File: config.mk
export PLATFORM = sky130hd
export DESIGN_NAME = ir_fetch_ctrl
export DESIGN_NICKNAME = d
export VERILOG_FILES = /design/src/rtl/s8sp_pkg.sv /design/src/rtl/fetch_timeout_ctr.sv /design/src/rtl/ir_fetch_ctrl.sv
export SDC_FILE = /design/constraint.sdc
export NUM_CORES = 1
export LEC_CHECK = 0
export CORE_UTILIZATION = 25
export CTS_BUF_LIST = sky130_fd_sc_hd__clkbuf_8
export DETAILED_ROUTE_END_ITERATION = 8
export SYNTH_ARGS = -nofsm -noshare
export SYNTH_HDL_FRONTEND = slang
export SYNTH_SLANG_ARGS = --single-unit
File: constraint.sdc
create_clock -name clk -period 1.46 [get_ports clk]
set_clock_uncertainty 0.2 [all_clocks]
set_input_delay 0.292 -clock clk [delete_from_list [all_inputs] [get_ports clk]]
set_output_delay 0.292 -clock clk [all_outputs]
set_load 0.05 [all_outputs]
File: src/rtl/s8sp_pkg.sv
// Shared constants for the S8SP instruction-fetch path: state encoding,
// data width, default halt opcode and the timeout-counter width helper.
package s8sp_pkg;

    localparam int DATA_W = 8;

    localparam logic [DATA_W-1:0] HALT_OP_DEF = 8'hFF;

    localparam logic [2:0] ST_IDLE = 3'd0;
    localparam logic [2:0] ST_REQ  = 3'd1;
    localparam logic [2:0] ST_LOAD = 3'd2;
    localparam logic [2:0] ST_EXEC = 3'd3;
    localparam logic [2:0] ST_HALT = 3'd4;
    localparam logic [2:0] ST_ERR  = 3'd5;

    // Bits needed to hold 0..max_wait, never less than one.
    function automatic int timeout_cnt_w(input int max_wait);
        return (max_wait < 2) ? 1 : $clog2(max_wait + 1);
    endfunction

endpackage

File: src/rtl/fetch_timeout_ctr.sv
// Counts consecutive request cycles without an acknowledge and flags the
// cycle in which the count reaches MAX_WAIT. MAX_WAIT=0 disables the flag.
module fetch_timeout_ctr
    import s8sp_pkg::*;
#(
    parameter int MAX_WAIT = 15
) (
    input  logic i_clk,
    input  logic i_rst_n,
    input  logic i_clear,
    input  logic i_en,
    output logic o_expired
);

    localparam int CW = timeout_cnt_w(MAX_WAIT);
    localparam logic [CW-1:0] LIMIT = CW'(MAX_WAIT);

    logic [CW-1:0] r_cnt;
    logic [CW-1:0] w_cnt_inc;

    assign w_cnt_inc = r_cnt + 1'b1;

    always_ff @(posedge i_clk) begin
        if (!i_rst_n || i_clear) begin
            r_cnt <= '0;
        end else if (i_en && (r_cnt != LIMIT)) begin
            r_cnt <= w_cnt_inc;
        end
    end

    // Fires in the cycle whose missing ack brings the count to MAX_WAIT, so the
    // FSM leaves after exactly MAX_WAIT unacknowledged request cycles.
    assign o_expired = (MAX_WAIT != 0) && i_en && (w_cnt_inc == LIMIT);

endmodule

File: src/rtl/ir_fetch_ctrl.sv
// S8SP instruction-fetch sequencer: owns the PC, runs the memory req/ack
// handshake, strobes the IR and hands instructions to execute.
module ir_fetch_ctrl
    import s8sp_pkg::*;
#(
    parameter int                ADDR_W   = 8,
    parameter logic [ADDR_W-1:0] RESET_PC = '0,
    parameter logic [DATA_W-1:0] HALT_OP  = HALT_OP_DEF,
    parameter int                MAX_WAIT = 15
) (
    input  logic              clk,
    input  logic              reset,
    input  logic              run,
    output logic              mem_req,
    output logic [ADDR_W-1:0] mem_addr,
    input  logic              mem_ack,
    input  logic [DATA_W-1:0] mem_rdata,
    output logic              load_ir,
    output logic [DATA_W-1:0] ir_data,
    output logic              ex_valid,
    input  logic              ex_done,
    input  logic              ex_branch,
    input  logic [ADDR_W-1:0] ex_target,
    output logic [ADDR_W-1:0] pc,
    output logic              halted,
    output logic              fetch_err
);

    logic [2:0]        r_state;
    logic [2:0]        w_state_nxt;
    logic [ADDR_W-1:0] r_pc;
    logic [DATA_W-1:0] r_ir;
    logic              w_expired;
    logic              w_enter_req;
    logic              w_cnt_en;

    always_comb begin
        w_state_nxt = r_state;
        case (r_state)
            ST_IDLE: if (run) w_state_nxt = ST_REQ;
            ST_REQ: begin
                // An ack in the last allowed cycle still wins over the timeout.
                if (mem_ack)        w_state_nxt = ST_LOAD;
                else if (w_expired) w_state_nxt = ST_ERR;
            end
            ST_LOAD: w_state_nxt = (r_ir == HALT_OP) ? ST_HALT : ST_EXEC;
            ST_EXEC: if (ex_done) w_state_nxt = run ? ST_REQ : ST_IDLE;
            ST_HALT, ST_ERR: w_state_nxt = r_state;
            default: w_state_nxt = ST_IDLE;
        endcase
    end

    assign w_enter_req = (w_state_nxt == ST_REQ) && (r_state != ST_REQ);
    assign w_cnt_en    = (r_state == ST_REQ) && !mem_ack;

    fetch_timeout_ctr #(
        .MAX_WAIT (MAX_WAIT)
    ) u_timeout (
        .i_clk     (clk),
        .i_rst_n   (reset),
        .i_clear   (w_enter_req),
        .i_en      (w_cnt_en),
        .o_expired (w_expired)
    );

    always_ff @(posedge clk) begin
        if (!reset) begin
            r_state <= ST_IDLE;
            r_pc    <= RESET_PC;
            r_ir    <= '0;
        end else begin
            r_state <= w_state_nxt;
            if ((r_state == ST_REQ) && mem_ack) begin
                r_ir <= mem_rdata;
            end
            // PC advances during LOAD, so execute already sees the next address.
            if (r_state == ST_LOAD) begin
                r_pc <= r_pc + 1'b1;
            end else if ((r_state == ST_EXEC) && ex_done && ex_branch) begin
                r_pc <= ex_target;
            end
        end
    end

    assign mem_req   = (r_state == ST_REQ);
    assign load_ir   = (r_state == ST_LOAD);
    assign ex_valid  = (r_state == ST_EXEC);
    assign halted    = (r_state == ST_HALT);
    assign fetch_err = (r_state == ST_ERR);
    assign mem_addr  = r_pc;
    assign pc        = r_pc;
    assign ir_data   = r_ir;

endmodule
==> flow_summary.toml <==
[synthesis]
async_flop_share_pct = 0
syn_nets = 178
yosysMostFrequentCell = "nand2_1"
synth-edff-count = 0
dominantRegCellSynth = "dfxtp_1"
ys_seq_area_share_pct = 36.5
ys_warn_count = 0
synth_top_cell_by_area = "dfxtp_1"
synthesis.area_um2 = 1260
ys_ff_latch = 23
avgSynthCellArea_um2 = 8.25
syn_inst = 153
synth_top_area_share_pct = 36.5
synthTopCellsByCount = "nand2_1 (27), dfxtp_1 (23), a21oi_1 (19)"
synthTopCellsByArea = "dfxtp_1 (36%), nand2_1 (8.0%), a21oi_1 (7.5%), buf_4 (5.4%), ha_1 (3.0%)"
netlist-cell-type-count = 40

[setup_path]
critPathLaunch = "r_state[0]$_SDFF_PN0_"
critPathLaunchType = "register"
crit_required_ns = 0.97
r2r_start = "r_state[0]$_SDFF_PN0_"
path_class = "reg -> out"
end_kind = "output pin"
cp_data_arrival_time_ns = 1.28
path_max_fanout = 3

[worst_hold_path]
worstHoldPathType = "reg -> reg"
hold_start = "mem_addr[7]$_SDFFE_PN0P_"

[power]
power_leakage_nw = 1.01
swShare_pct = 31.6
internal_power_w = 0.00121
powerDensity_nw_per_um2 = 665
power.switching_w = 0.000559
power_w = 0.00177
p_seq_share_pct = 38.3
peakVddDrop_mv = 0.470
power_frac_comb_pct = 38.5
p_clk_share_pct = 23.2

[drt]
drc = 0
firstDrtPassIters = 4
wire_per_inst_um = 12.5
vias_per_cell = 4.54
drtAntennaViolNets = 0
vias = 1394
wl_um = 3830
dr.first_iter.drc_count = 61

[outcome]
violations = "negative setup slack"
status = "finished, violations left"

[timing]
whs_ns = 0.345
setup_viol = 19
maxSlewHeadroom_pct = 82.4
worstMarginPinSlew_ns = 0.263
post-route-period-util_pct = 121
final_max_slew_viol_count = 0
min_period_ns = 1.77
fmax_mhz = 566
setup_slack_ns = -0.308
rsz0062_at_grt = "yes"
finalHoldViolCount = 0

[cells_and_area]
multi_input_area_um2 = 823
antenna_cells = 0
seq_area_um2 = 484
area_growth_pct = 111
drive_gt1_share_pct = 50.8
final.fill_count = 435
nets = 266

[clock_tree]
hold_buffers = 0
clkTransAtPathRegs_ns = 0.09
clock_path_buffers = 2
cts.sinks = 23
htreeDepth = 1
cts_buffers = 3
cts_tree = "built"
cts_root_buf = "clkbuf_8"
insertion_delay_ns = 0.27

[grt]
met2_usage_pct = 24.8
grt_max_degree = 15
grt_use_met1_pct = 19.7
grt_pass1_wl_um = 6230
grt_pass1_vias = 1361
grt_use_total_pct = 15.0
grt-busiest-layer = "met2"
use_met3_pct = 2.49
grt-ovfl-total = 0
antenna_found_initial = 0

[placed_design]
place.gp.congestion = 0.827
hpwl_um = 2860
port_buffers = 50

[die]
io_pins = 51
die_y_um = 73.1
start_util_pct = 26.4
rows = 25
coreArea_um2 = 4790
die_x_um = 73.1
dieArea_um2 = 5340

[job]
max_cap_viol_count = 0
## power groups by stage
stage | logic, W | clock network [W] | registers [W]
after floorplan | 0.000226 | 0 | 0.000754
after global placement | 0.000590 | 0 | 0.000689
after detailed placement | 0.000592 | 0 | 0.000691
after CTS | 0.000657 | 0.000424 | 0.000677
after global routing | 0.000721 | 0.000456 | 0.000682
final | 0.000682 | 0.000411 | 0.000677
## worst max-delay path, stage by stage (launching register included)
cell and delay [ns]:
dfxtp_2 0.35, or3b_4 0.43, clkinvlp_4 0.10, buf_12 0.13
## layer usage
metal	wire, um	vias up
met5	0	-
met4	49	0
met3	228	5
met2	1850	50
met1	1700	633
li1	-	706
## metrics by stage
step	util, %	cell area, um2	setup TNS (ns)	instances	setup slack (ns)
after floorplan	-	1340	-3.06	153	-0.259
after global placement	50.0	2390	-6.67	293	-0.412
after detailed placement	50.0	2390	-6.90	293	-0.431
after CTS	54.1	2590	-3.08	307	-0.322
after global routing	55.7	2660	-4.35	307	-0.354
final	55.7	2660	-2.94	307	-0.308
## final timing paths
kind | end | slack, ns | depth (start not counted)
setup / recovery | load_ir | -0.31 | 3
hold / removal | mem_addr[7]$_SDFFE_PN0P_ | 0.35 | 2
setup reg to reg | mem_addr[2]$_SDFFE_PN0P_ | -0.24 | 6
hold reg to reg | mem_addr[7]$_SDFFE_PN0P_ | 0.35 | 2
## timing repair
item,4_1_cts,5_1_grt
gates resized for setup,18,17
pin swaps,14,7
buffers inserted,10,1
setup endpoints to repair,27,30
## area by class of cell
class | instances | share of cell area, %
clock inverter | 1 | 0.282
inverter | 5 | 0.939
tap | 67 | 3.15
multi-input combinational | 112 | 30.9
timing repair buffer | 96 | 45.0
clock buffer | 3 | 1.55
sequential | 23 | 18.2
## placed cells by master, fill, tap and decap left out, types with 4 or more instances in the layout
cell and instances:
nor2_1 6, nand2_1 22, clkdlybuf4s50_1 21, buf_4 34, buf_12 31, nand2_2 4, dfxtp_1 12, buf_6 10
nand3_1 4, xnor2_1 4, a21oi_1 16, dfxtp_4 4, dfxtp_2 7
## registers in the layout, indices dropped and copies added, names as in the netlist
name,count
r_state,3
u_timeout.r_cnt,4
ir_data,8
mem_addr,8
## logic make-up after synthesis
group | Yosys count | share of synthesized area [%]
DFF | 23 | 36.5
buffers and inverters | 18 | 9.32
adders and majority gates | 3 | 2.97
and+or+nand+nor | 62 | 26.1
xor gates and xnor gates | 7 | 4.86
AOI/OAI and AO/OA | 39 | 19.5
muxes | 1 | 0.793
No activity file was read; power rests on OpenSTA's default activity.
